[config.mk]
export PLATFORM = sky130hd
export DESIGN_NAME = alu_exec_unit_flat
export DESIGN_NICKNAME = d
export VERILOG_FILES = /design/src/rtl/alu_pkg.sv /design/src/rtl/alu_exec_unit_if.sv /design/src/rtl/alu_iter_shifter.sv /design/src/rtl/alu_exec_unit.sv /design/src/flat_wrapper.sv
export SDC_FILE = /design/constraint.sdc
export NUM_CORES = 1
export LEC_CHECK = 0
export CAP_MARGIN = 10
export CORE_ASPECT_RATIO = 0.8
export CORE_UTILIZATION = 24
export CTS_CLUSTER_SIZE = 14
export DETAILED_ROUTE_END_ITERATION = 12
export HOLD_SLACK_MARGIN = 0.15
export PLACE_DENSITY = 0.37
export SLEW_MARGIN = 10
export SYNTH_ARGS = -nofsm -noshare
export SYNTH_HDL_FRONTEND = slang
export SYNTH_SLANG_ARGS = --single-unit
[constraint.sdc]
create_clock -name clk -period 2.99 [get_ports clk]
set_input_delay 0.598 -clock clk [delete_from_list [all_inputs] [get_ports clk]]
set_output_delay 0.598 -clock clk [all_outputs]
set_load 0.05 [all_outputs]
[src/rtl/alu_pkg.sv]
// Shared op codes, FSM state type and shift helpers for the execute-stage ALU.
package alu_pkg;

   typedef logic [3:0] alu_op_t;

   localparam alu_op_t OP_AND     = 4'b0000;
   localparam alu_op_t OP_OR      = 4'b0001;
   localparam alu_op_t OP_ADD     = 4'b0010;
   localparam alu_op_t OP_XOR     = 4'b0100;
   localparam alu_op_t OP_SUB     = 4'b0110;
   localparam alu_op_t OP_EQ      = 4'b1000;
   localparam alu_op_t OP_PASS_B  = 4'b1001;
   localparam alu_op_t OP_SLT     = 4'b1010;
   localparam alu_op_t OP_ADD_ALT = 4'b1011;
   localparam alu_op_t OP_SLL     = 4'b1100;
   localparam alu_op_t OP_SRL     = 4'b1101;
   localparam alu_op_t OP_SRA     = 4'b1110;
   localparam alu_op_t OP_SLT_ALT = 4'b1111;

   typedef enum logic [1:0] {IDLE, SHIFT, DONE} exec_state_t;

   // Encoded so that the low two bits of a shift op code map directly.
   typedef enum logic [1:0] {SH_SLL = 2'b00, SH_SRL = 2'b01, SH_SRA = 2'b10} shift_kind_t;

   function automatic logic is_shift(alu_op_t op);
      return (op == OP_SLL) || (op == OP_SRL) || (op == OP_SRA);
   endfunction

endpackage

[src/rtl/alu_exec_unit_if.sv]
// Operation/result bus between the ID/EX register, the ALU and the EX/MEM register.
interface alu_exec_unit_if #(parameter int WIDTH = 32);
   import alu_pkg::*;

   // A transfer happens on a rising edge where Valid && Ready; Valid must not
   // depend on Ready, and the payload is only meaningful while Valid is high.
   logic             InValid;
   logic             InReady;
   alu_op_t          Operation;
   logic [WIDTH-1:0] SrcA;
   logic [WIDTH-1:0] SrcB;
   logic             Flush;
   logic             OutValid;
   logic             OutReady;
   logic [WIDTH-1:0] ALUResult;
   logic             Zero;

   modport master (
      output InValid, Operation, SrcA, SrcB, Flush, OutReady,
      input  InReady, OutValid, ALUResult, Zero
   );

   modport slave (
      input  InValid, Operation, SrcA, SrcB, Flush, OutReady,
      output InReady, OutValid, ALUResult, Zero
   );

endinterface

[src/rtl/alu_iter_shifter.sv]
// Iterative shifter: one bit per clock; done_o marks the edge that makes the final shift.
module alu_iter_shifter
   import alu_pkg::*;
#(
   parameter int WIDTH   = 32,
   parameter int SHAMT_W = $clog2(WIDTH)
) (
   input  logic               clk,
   input  logic               reset,
   input  logic               load_i,
   input  logic               kill_i,
   input  logic [WIDTH-1:0]   operand_i,
   input  logic [SHAMT_W-1:0] shamt_i,
   input  shift_kind_t        kind_i,
   output logic               done_o,
   output logic [WIDTH-1:0]   result_o
);

   logic [WIDTH-1:0]   data_q;
   logic [SHAMT_W-1:0] count_q;
   shift_kind_t        kind_q;
   logic [WIDTH-1:0]   shifted;

   always_comb begin
      shifted = data_q;
      case (kind_q)
         SH_SLL:  shifted = {data_q[WIDTH-2:0], 1'b0};
         SH_SRL:  shifted = {1'b0, data_q[WIDTH-1:1]};
         default: shifted = {data_q[WIDTH-1], data_q[WIDTH-1:1]};
      endcase
   end

   assign done_o   = (count_q == SHAMT_W'(1));
   assign result_o = shifted;

   always_ff @(posedge clk or posedge reset) begin
      if (reset) begin
         data_q  <= '0;
         count_q <= '0;
         kind_q  <= SH_SLL;
      end else if (kill_i) begin
         count_q <= '0;
      end else if (load_i) begin
         data_q  <= operand_i;
         count_q <= shamt_i;
         kind_q  <= kind_i;
      end else if (count_q != '0) begin
         data_q  <= shifted;
         count_q <= count_q - SHAMT_W'(1);
      end
   end

endmodule

[src/rtl/alu_exec_unit.sv]
// Execute-stage ALU: single-cycle datapath inline, shifts delegated to the iterative shifter.
module alu_exec_unit
   import alu_pkg::*;
#(
   parameter int WIDTH   = 32,
   parameter int SHAMT_W = $clog2(WIDTH)
) (
   input  logic        clk,
   input  logic        reset,
   alu_exec_unit_if.slave bus,
   output exec_state_t state_o
);

   exec_state_t        state_q, state_d;
   logic [WIDTH-1:0]   result_q, result_d;
   logic               zero_q, zero_d;
   logic [WIDTH-1:0]   alu_res;
   logic               alu_zero;
   logic [SHAMT_W-1:0] shamt;
   logic               accept;
   logic               load_shift;
   logic               sh_done;
   logic [WIDTH-1:0]   sh_result;

   assign shamt      = bus.SrcB[SHAMT_W-1:0];
   assign bus.InReady = (state_q == IDLE) && !bus.Flush;
   assign accept     = bus.InValid && bus.InReady;
   assign load_shift = accept && is_shift(bus.Operation) && (shamt != '0);

   // Shift codes only reach this datapath with a zero shift amount.
   always_comb begin
      alu_res = '0;
      case (bus.Operation)
         OP_AND:                 alu_res = bus.SrcA & bus.SrcB;
         OP_OR:                  alu_res = bus.SrcA | bus.SrcB;
         OP_ADD, OP_ADD_ALT:     alu_res = bus.SrcA + bus.SrcB;
         OP_XOR:                 alu_res = bus.SrcA ^ bus.SrcB;
         OP_SUB, OP_EQ:          alu_res = bus.SrcA - bus.SrcB;
         OP_PASS_B:              alu_res = bus.SrcB;
         OP_SLT, OP_SLT_ALT:     alu_res = {{(WIDTH-1){1'b0}}, ($signed(bus.SrcA) < $signed(bus.SrcB))};
         OP_SLL, OP_SRL, OP_SRA: alu_res = bus.SrcA;
         default:                alu_res = '0;
      endcase
      alu_zero = (bus.Operation == OP_EQ) ? (bus.SrcA == bus.SrcB) : (alu_res == '0);
   end

   alu_iter_shifter #(.WIDTH(WIDTH), .SHAMT_W(SHAMT_W)) u_shifter (
      .clk       (clk),
      .reset     (reset),
      .load_i    (load_shift),
      .kill_i    (bus.Flush),
      .operand_i (bus.SrcA),
      .shamt_i   (shamt),
      .kind_i    (shift_kind_t'(bus.Operation[1:0])),
      .done_o    (sh_done),
      .result_o  (sh_result)
   );

   always_comb begin
      state_d  = state_q;
      result_d = result_q;
      zero_d   = zero_q;
      case (state_q)
         IDLE: begin
            if (load_shift) begin
               state_d = SHIFT;
            end else if (accept) begin
               state_d  = DONE;
               result_d = alu_res;
               zero_d   = alu_zero;
            end
         end
         SHIFT: begin
            if (sh_done) begin
               state_d  = DONE;
               result_d = sh_result;
               zero_d   = (sh_result == '0);
            end
         end
         DONE: begin
            if (bus.OutReady) state_d = IDLE;
         end
         default: state_d = IDLE;
      endcase
      // A flush discards whatever is in flight or held, including a pending handshake.
      if (bus.Flush) state_d = IDLE;
   end

   always_ff @(posedge clk or posedge reset) begin
      if (reset) begin
         state_q  <= IDLE;
         result_q <= '0;
         zero_q   <= 1'b0;
      end else begin
         state_q  <= state_d;
         result_q <= result_d;
         zero_q   <= zero_d;
      end
   end

   assign bus.OutValid  = (state_q == DONE);
   assign bus.ALUResult = result_q;
   assign bus.Zero      = zero_q;
   assign state_o       = state_q;

endmodule

[src/flat_wrapper.sv]
// flat-port wrapper written by rule: the top's interface ports become plain ports
module alu_exec_unit_flat import alu_pkg::*;
#(
   parameter int WIDTH   = 32,
   parameter int SHAMT_W = $clog2(WIDTH)
)
  (clk, reset, state_o, bus_InValid, bus_Operation, bus_SrcA, bus_SrcB, bus_Flush, bus_OutReady, bus_InReady, bus_OutValid, bus_ALUResult, bus_Zero);
  alu_exec_unit_if #(.WIDTH(WIDTH)) bus_i ();
  input  logic clk;
  input  logic reset;
  output exec_state_t state_o;
  input wire logic [$bits(bus_i.InValid)-1:0] bus_InValid;
  input wire logic [$bits(bus_i.Operation)-1:0] bus_Operation;
  input wire logic [$bits(bus_i.SrcA)-1:0] bus_SrcA;
  input wire logic [$bits(bus_i.SrcB)-1:0] bus_SrcB;
  input wire logic [$bits(bus_i.Flush)-1:0] bus_Flush;
  input wire logic [$bits(bus_i.OutReady)-1:0] bus_OutReady;
  output wire logic [$bits(bus_i.InReady)-1:0] bus_InReady;
  output wire logic [$bits(bus_i.OutValid)-1:0] bus_OutValid;
  output wire logic [$bits(bus_i.ALUResult)-1:0] bus_ALUResult;
  output wire logic [$bits(bus_i.Zero)-1:0] bus_Zero;
  assign bus_i.InValid = bus_InValid;
  assign bus_i.Operation = bus_Operation;
  assign bus_i.SrcA = bus_SrcA;
  assign bus_i.SrcB = bus_SrcB;
  assign bus_i.Flush = bus_Flush;
  assign bus_i.OutReady = bus_OutReady;
  assign bus_InReady = bus_i.InReady;
  assign bus_OutValid = bus_i.OutValid;
  assign bus_ALUResult = bus_i.ALUResult;
  assign bus_Zero = bus_i.Zero;
  alu_exec_unit #(.WIDTH(WIDTH), .SHAMT_W(SHAMT_W)) u_core (.clk(clk), .reset(reset), .bus(bus_i), .state_o(state_o));
endmodule
==> flow_metrics.py, run 1 <==
metrics = {
    "drt": {
        "vias_per_cell": 5.116,
        "drt_wl_total_mm": 56.43,
        "routedWlPerCell_um": 21.48,
        "drc": 0,
        "antenna_left": 0,
        "vias": 13440,
        "detail_route.iter0.violations": 807,
        "drt_first_pass_iters": 5,
    },
    "global_routing": {
        "overflow": 0,
        "grt_first_pass_wirelength_mm": 85.78,
        "grt_use_total_pct": 25.82,
        "antenna_found_initial": 2,
        "grt_pass1_vias": 13750,
        "grt_max_degree": 63,
    },
    "logic_synthesis": {
        "synth_seq_area_share_pct": 17.84,
        "synth_fp_nets": 1622,
        "synth.top_cell.area_share_pct": 17.84,
        "synthDistinctLibCells": 95,
        "synth_top_flop_cell": "dfrtp_1",
        "synth-async-reset-ratio_pct": 100.0,
        "yosysMostFrequentCell": "nand2_1",
        "ys_top_cells_by_count": "nand2_1, o21ai_0, a21oi_1",
        "netlist_instances": 1436,
        "yosysWarnings": 0,
        "ys_ff_latch": 74,
        "syn_area_mm2": 0.01038,
        "netlist_top_cells_area": "dfrtp_1, ha_1, o21ai_0",
        "synth_edf_count": 0,
        "synth_largest_area_cell": "dfrtp_1",
        "avgSynthCellArea_um2": 7.227,
    },
    "floorplanning": {
        "die_w_um": 234.5,
        "die_h_um": 188.0,
        "initial_core_util_pct": 24.56,
        "ios": 110,
        "coreArea_mm2": 0.04225,
        "rows": 67,
        "die-area_mm2": 0.04408,
    },
    "clock_tree": {
        "clock-root-buffer": "clkbuf_16",
        "worstSkewPairLatency_ps": 350,
        "cts_sinks": 74,
        "htreeDepth": 3,
        "holdBufCountCts": 0,
        "clockBufferDepth": 2,
        "path_clk_slew_ps": 60,
        "cts_tree": "yes",
        "cts_inserted_buffers": 9,
    },
    "power_and_ir_drop": {
        "p_leak_nw": 8.613,
        "p_per_area_mw_per_mm2": 440.0,
        "ir_worst_vdd_mv": 0.2973,
    },
    "outcome": {
        "violations": "setup timing",
        "status": "complete, but fails checks",
    },
    "worst_setup_path": {
        "cp.arrival_ps": 4190,
        "r2r_cells": 11,
        "critPathKind": "in -> reg",
        "crit_path_max_fanout": 4,
        "worst_ep_required_time_ps": 3250,
        "r2r_slack_ps": -50,
        "endpoint_kind": "register",
        "cp-start-kind": "primary input",
    },
    "timing": {
        "fin_setup_tns_ps": -4521,
        "finalCritPeriodShare_pct": 131.6,
        "fmax_ghz": 0.2541,
        "holdWs_ps": 478.4,
        "period_minus_slack_ps": 3935,
        "grt_setup_unrepaired": "true",
        "clock_skew_ps": 10.61,
        "hold_violations": 0,
        "setup_ws_ps": -945.2,
        "slew_headroom_pct": 49.59,
        "setup_violations": 17,
        "worstMarginPinSlew_ps": 756.1,
        "maxSlewViolCount": 0,
    },
    "final_layout": {
        "register_area_mm2": 0.001852,
        "multi_input_area_mm2": 0.009629,
        "drive_gt1_share_pct": 47.73,
        "nNetsFinal": 2256,
        "fillers": 4311,
        "area_delta_synth_final_pct": 83.37,
    },
    "flow_run": {
        "drv_cap": 0,
    },
    "place": {
        "portBuffers": 109,
        "dpl.hpwl_mm": 45.09,
        "gp_congestion": 0.9149,
    },
    "min_path": {
        "hold_path_depth": 2,
        "hp-class": "reg -> reg",
    },
}
==> through the flow <==
step | worst slack [ps] | utilization, % | total power [W] | instance area (um^2) | instances
after floorplan | -816.5 | - | 0.004139 | 10640 | 1436
after global placement | -2284 | 37.68 | 0.006401 | 15920 | 2511
after detailed placement | -2269 | 37.68 | 0.006407 | 15920 | 2511
after CTS | -1082 | 43.56 | 0.008190 | 18410 | 2611
after global routing | -1052 | 45.03 | 0.008931 | 19030 | 2626
final | -945.2 | 45.04 | 0.008372 | 19030 | 2627
==> worst paths after layout <==
kind | to | startpoint
min in group asynchronous | u_core.bus.ALUResult[5] | reset
max in group asynchronous | u_core.bus.ALUResult[25] | reset
min | u_core.bus.ALUResult[5] | u_core.bus.ALUResult[5]
min reg2reg | u_core.bus.ALUResult[5] | u_core.bus.ALUResult[5]
max reg2reg | u_core.bus.Zero | u_core.u_shifter.count_q[2]
max | u_core.bus.Zero | bus_SrcB[3]
==> where the power goes <==
| part | leakage, nW | switching (W) | internal (W) |
|---|---|---|---|
| clock | 0.156 | 0.000423 | 0.000773 |
| combinational | 7.49 | 0.00307 | 0.00249 |
| sequential | 0.967 | 0.000275 | 0.00135 |
| total | 8.61 | 0.00376 | 0.00461 |
==> layout make-up <==
type	count	share of cell area, %
sequential	74	9.731
inverter	100	2.130
timing repair buffer	716	32.21
clock buffer	13	1.368
multi-input combinational	1169	50.60
tap	552	3.629
antenna	1	0.01315
clock inverter	2	0.3156
==> cells by family (layout without fill, tap and decap cells) <==
logic type,Yosys count,count (layout),share of synthesized area (%)
adder cells (fa/ha/maj),113,113,13.77
XOR/XNOR,8,8,0.6752
other,0,1,0
flip-flops,74,74,17.84
AO/OA/AOI/OAI,498,498,31.66
multiplexers,47,47,4.642
buffers and inverters,193,831,8.150
AND/OR/NAND/NOR,503,503,23.26
==> critical path, stage by stage <==
cell and delay [ps]:
buf_8 80, clkinvlp_4 120, ha_4 340, nor2_4 50
a221oi_4 280, nand2_2 110, a311o_1 310, and3_1 190
a211o_4 340, nor4_4 340, buf_4 160, nand4b_1 100
or4b_1 500, or4_4 510, o31ai_2 170
==> placed cells by master (no fill, tap or decap), drive strengths merged, types with 12 or more instances in the layout <==
cell type,count
o21ai,145
o211ai,17
nor2,118
clkdlybuf4s50,52
dlygate4sd2,16
dfrtp,74
nand4,22
a221o,16
a22oi,12
inv,96
nand2,187
o31ai,13
nor4,16
nand3,21
ha,111
a211oi,23
clkbuf,17
nor2b,22
nand2b,17
nor3,29
buf,637
a21oi,123
and2,12
a21o,16
mux2i,38
==> timing repair <==
action                                  in CTS  in global routing
pin swaps                                  145                102
endpoints found under the setup margin      30                 25
cloned                                       3                  0
buffers inserted                            89                 29
gates resized for setup                    536                147
==> per-layer routing <==
layer  vias to the layer above  share of wire [%]  routed length [um]  GRT usage, %
met3                        66                4.4                2506         3.452
met4                         0                2.5                1403         7.270
met2                       351                 47               26290         42.02
met1                      6520                 46               26230         35.29
met5                         -                  0                   0             0
li1                       6504                  -                   -             -
==> registers in the layout (all words and copies together) (netlist names) <==
signal	count
u_core.bus.Zero	1
u_core.u_shifter.count_q	5
u_core.state_o	2
u_core.u_shifter.kind_q	2
u_core.u_shifter.data_q	32
u_core.bus.ALUResult	32
Power figures use the tool's default switching activity.
==> run 2, diff against run 1 <==
CORE_UTILIZATION = 32   (was 24)
PLACE_DENSITY = 0.47   (was 0.37)
==> flow_metrics.py, run 2 (synthesized netlist as in run 1, its figures left out) <==
metrics = {
    "outcome": {
        "status": "complete, but fails checks",
        "violations": "setup timing",
    },
    "drt": {
        "antenna_left": 0,
        "vias": 13560,
        "routedWlPerCell_um": 21.14,
        "drt_first_pass_iters": 5,
        "vias_per_cell": 5.475,
        "drt_wl_total_mm": 52.35,
        "drc": 0,
        "detail_route.iter0.violations": 1109,
    },
    "final_layout": {
        "antennaDiodeCount": 0,
        "nNetsFinal": 2237,
        "drive_gt1_share_pct": 46.89,
        "fillers": 2998,
        "multi_input_area_mm2": 0.009465,
        "register_area_mm2": 0.001852,
        "instances_no_fill": 2476,
        "mostFrequentLayoutCells": "buf_4, nand2_1, nor2_1",
        "mostFrequentLayoutCell": "buf_4",
        "area_delta_synth_final_pct": 79.33,
        "utilization_pct": 58.82,
    },
    "place": {
        "dp_cells": 2358,
        "dp_slack_ps": -2193,
        "gp_congestion": 0.9823,
        "dpl.hpwl_mm": 41.03,
        "portBuffers": 109,
    },
    "floorplanning": {
        "coreArea_mm2": 0.03164,
        "die_h_um": 163.1,
        "die_w_um": 203.3,
        "die-area_mm2": 0.03316,
        "rows": 58,
        "ios": 110,
        "initial_core_util_pct": 32.80,
    },
    "worst_setup_path": {
        "crit_path_max_fanout": 4,
        "cp_num_buf_inv": 5,
        "cp.arrival_ps": 4090,
        "path_depth": 16,
        "critical-path-slowest-cell": "or4_4",
        "r2r_slack_ps": 50,
        "cp-start-kind": "primary input",
        "slowest_delay_ps": 520,
        "cpLargestDelayFamily": "simple AND/OR/NAND/NOR gates",
        "r2r_cells": 10,
        "path_cells": "buf_8 > clkinvlp_4 > ha_4 > buf_4 > a21o_1 > buf_4 > a31oi_2 > buf_4 > o22ai_1 > o21ai_0 > nand4_1 > nor4_4 > nand4b_1 > or4b_1 > or4_4 > o31ai_4",
        "rr_endpoint": "u_core.bus.Zero",
        "critPathKind": "in -> reg",
        "worst_ep_required_time_ps": 3250,
        "cpMostUsedCell": "buf_4",
        "rr_startpoint": "u_core.u_shifter.count_q[2]",
        "endpoint_kind": "register",
        "critPathLaunch": "bus_SrcB[3]",
    },
    "global_routing": {
        "grt_max_degree": 57,
        "grt_use_total_pct": 31.42,
        "grt_first_pass_wirelength_mm": 79.30,
        "grt_pass1_vias": 13320,
        "overflow": 0,
        "antenna_found_initial": 0,
    },
    "timing": {
        "slew_headroom_pct": 53.78,
        "hold_violations": 0,
        "maxSlewViolCount": 0,
        "worstMarginPinSlew_ps": 691.6,
        "fin_setup_tns_ps": -4325,
        "setup_violations": 16,
        "period_minus_slack_ps": 3835,
        "clock_skew_ps": 10.19,
        "finalCritPeriodShare_pct": 128.2,
        "grt_setup_unrepaired": "true",
        "setup_ws_ps": -844.6,
        "fmax_ghz": 0.2608,
    },
    "min_path": {
        "hp-class": "reg -> reg",
        "min_from": "u_core.bus.ALUResult[6]",
        "min_to": "u_core.bus.ALUResult[6]",
        "hold_path_depth": 2,
    },
    "clock_tree": {
        "clock-root-buffer": "clkbuf_16",
        "cts_sinks": 74,
        "worstSkewPairLatency_ps": 350,
        "path_clk_slew_ps": 60,
        "htreeDepth": 3,
        "clockBufferDepth": 2,
        "cts_inserted_buffers": 9,
        "cts_tree": "yes",
    },
    "power_and_ir_drop": {
        "p_leak_nw": 8.470,
        "ir_worst_vdd_mv": 0.4264,
        "power_w": 0.008248,
        "p_per_area_mw_per_mm2": 443.2,
    },
    "flow_run": {
        "drv_cap": 0,
    },
}
[run 2: worst min-delay path, stage by stage, from the launching register on]
cell	delay (ps)
dfrtp_1	340
nand2_1	50
o21ai_0	60
[run 2: what timing repair did]
action	in CTS	in global routing
resized for setup	521	126
pin swaps	123	66
gates cloned	1	0
buffers inserted	92	22
hold buffers	0	0
setup endpoints to repair	30	24
[run 2: layer usage]
layer	track usage, %	routed length, um
met4	8.988	1582
met3	3.651	3009
met1	42.24	23260
met5	0	0
met2	52.78	24500
[run 2: where the power goes]
part           internal (W)  switching (W)
registers           0.00135       0.000259
logic               0.00237        0.00298
clock network      0.000858       0.000437
total               0.00457        0.00368
[run 2: worst max-delay path by stage]
stage	to
floorplan	u_core.bus.Zero
global placement	u_core.bus.Zero
detailed placement	u_core.bus.Zero
global route	u_core.bus.Zero
CTS	u_core.bus.Zero
finish	u_core.bus.Zero
[run 2: final cells by class]
cell class | count | share of cell area [%]
multi-input combinational | 1169 | 50.86
timing repair buffer | 697 | 32.27
sequential | 74 | 9.950
tap | 420 | 2.824
inverter | 100 | 2.198
clock buffer | 11 | 1.358
clock inverter | 5 | 0.5379
[run 2: through the flow]
stage	hold slack, ps	area, um^2
after global placement	456.0	15560
final	475.9	18610
after CTS	482.5	18100
after global routing	500.2	18610
after detailed placement	468.4	15560
after floorplan	449.6	10640
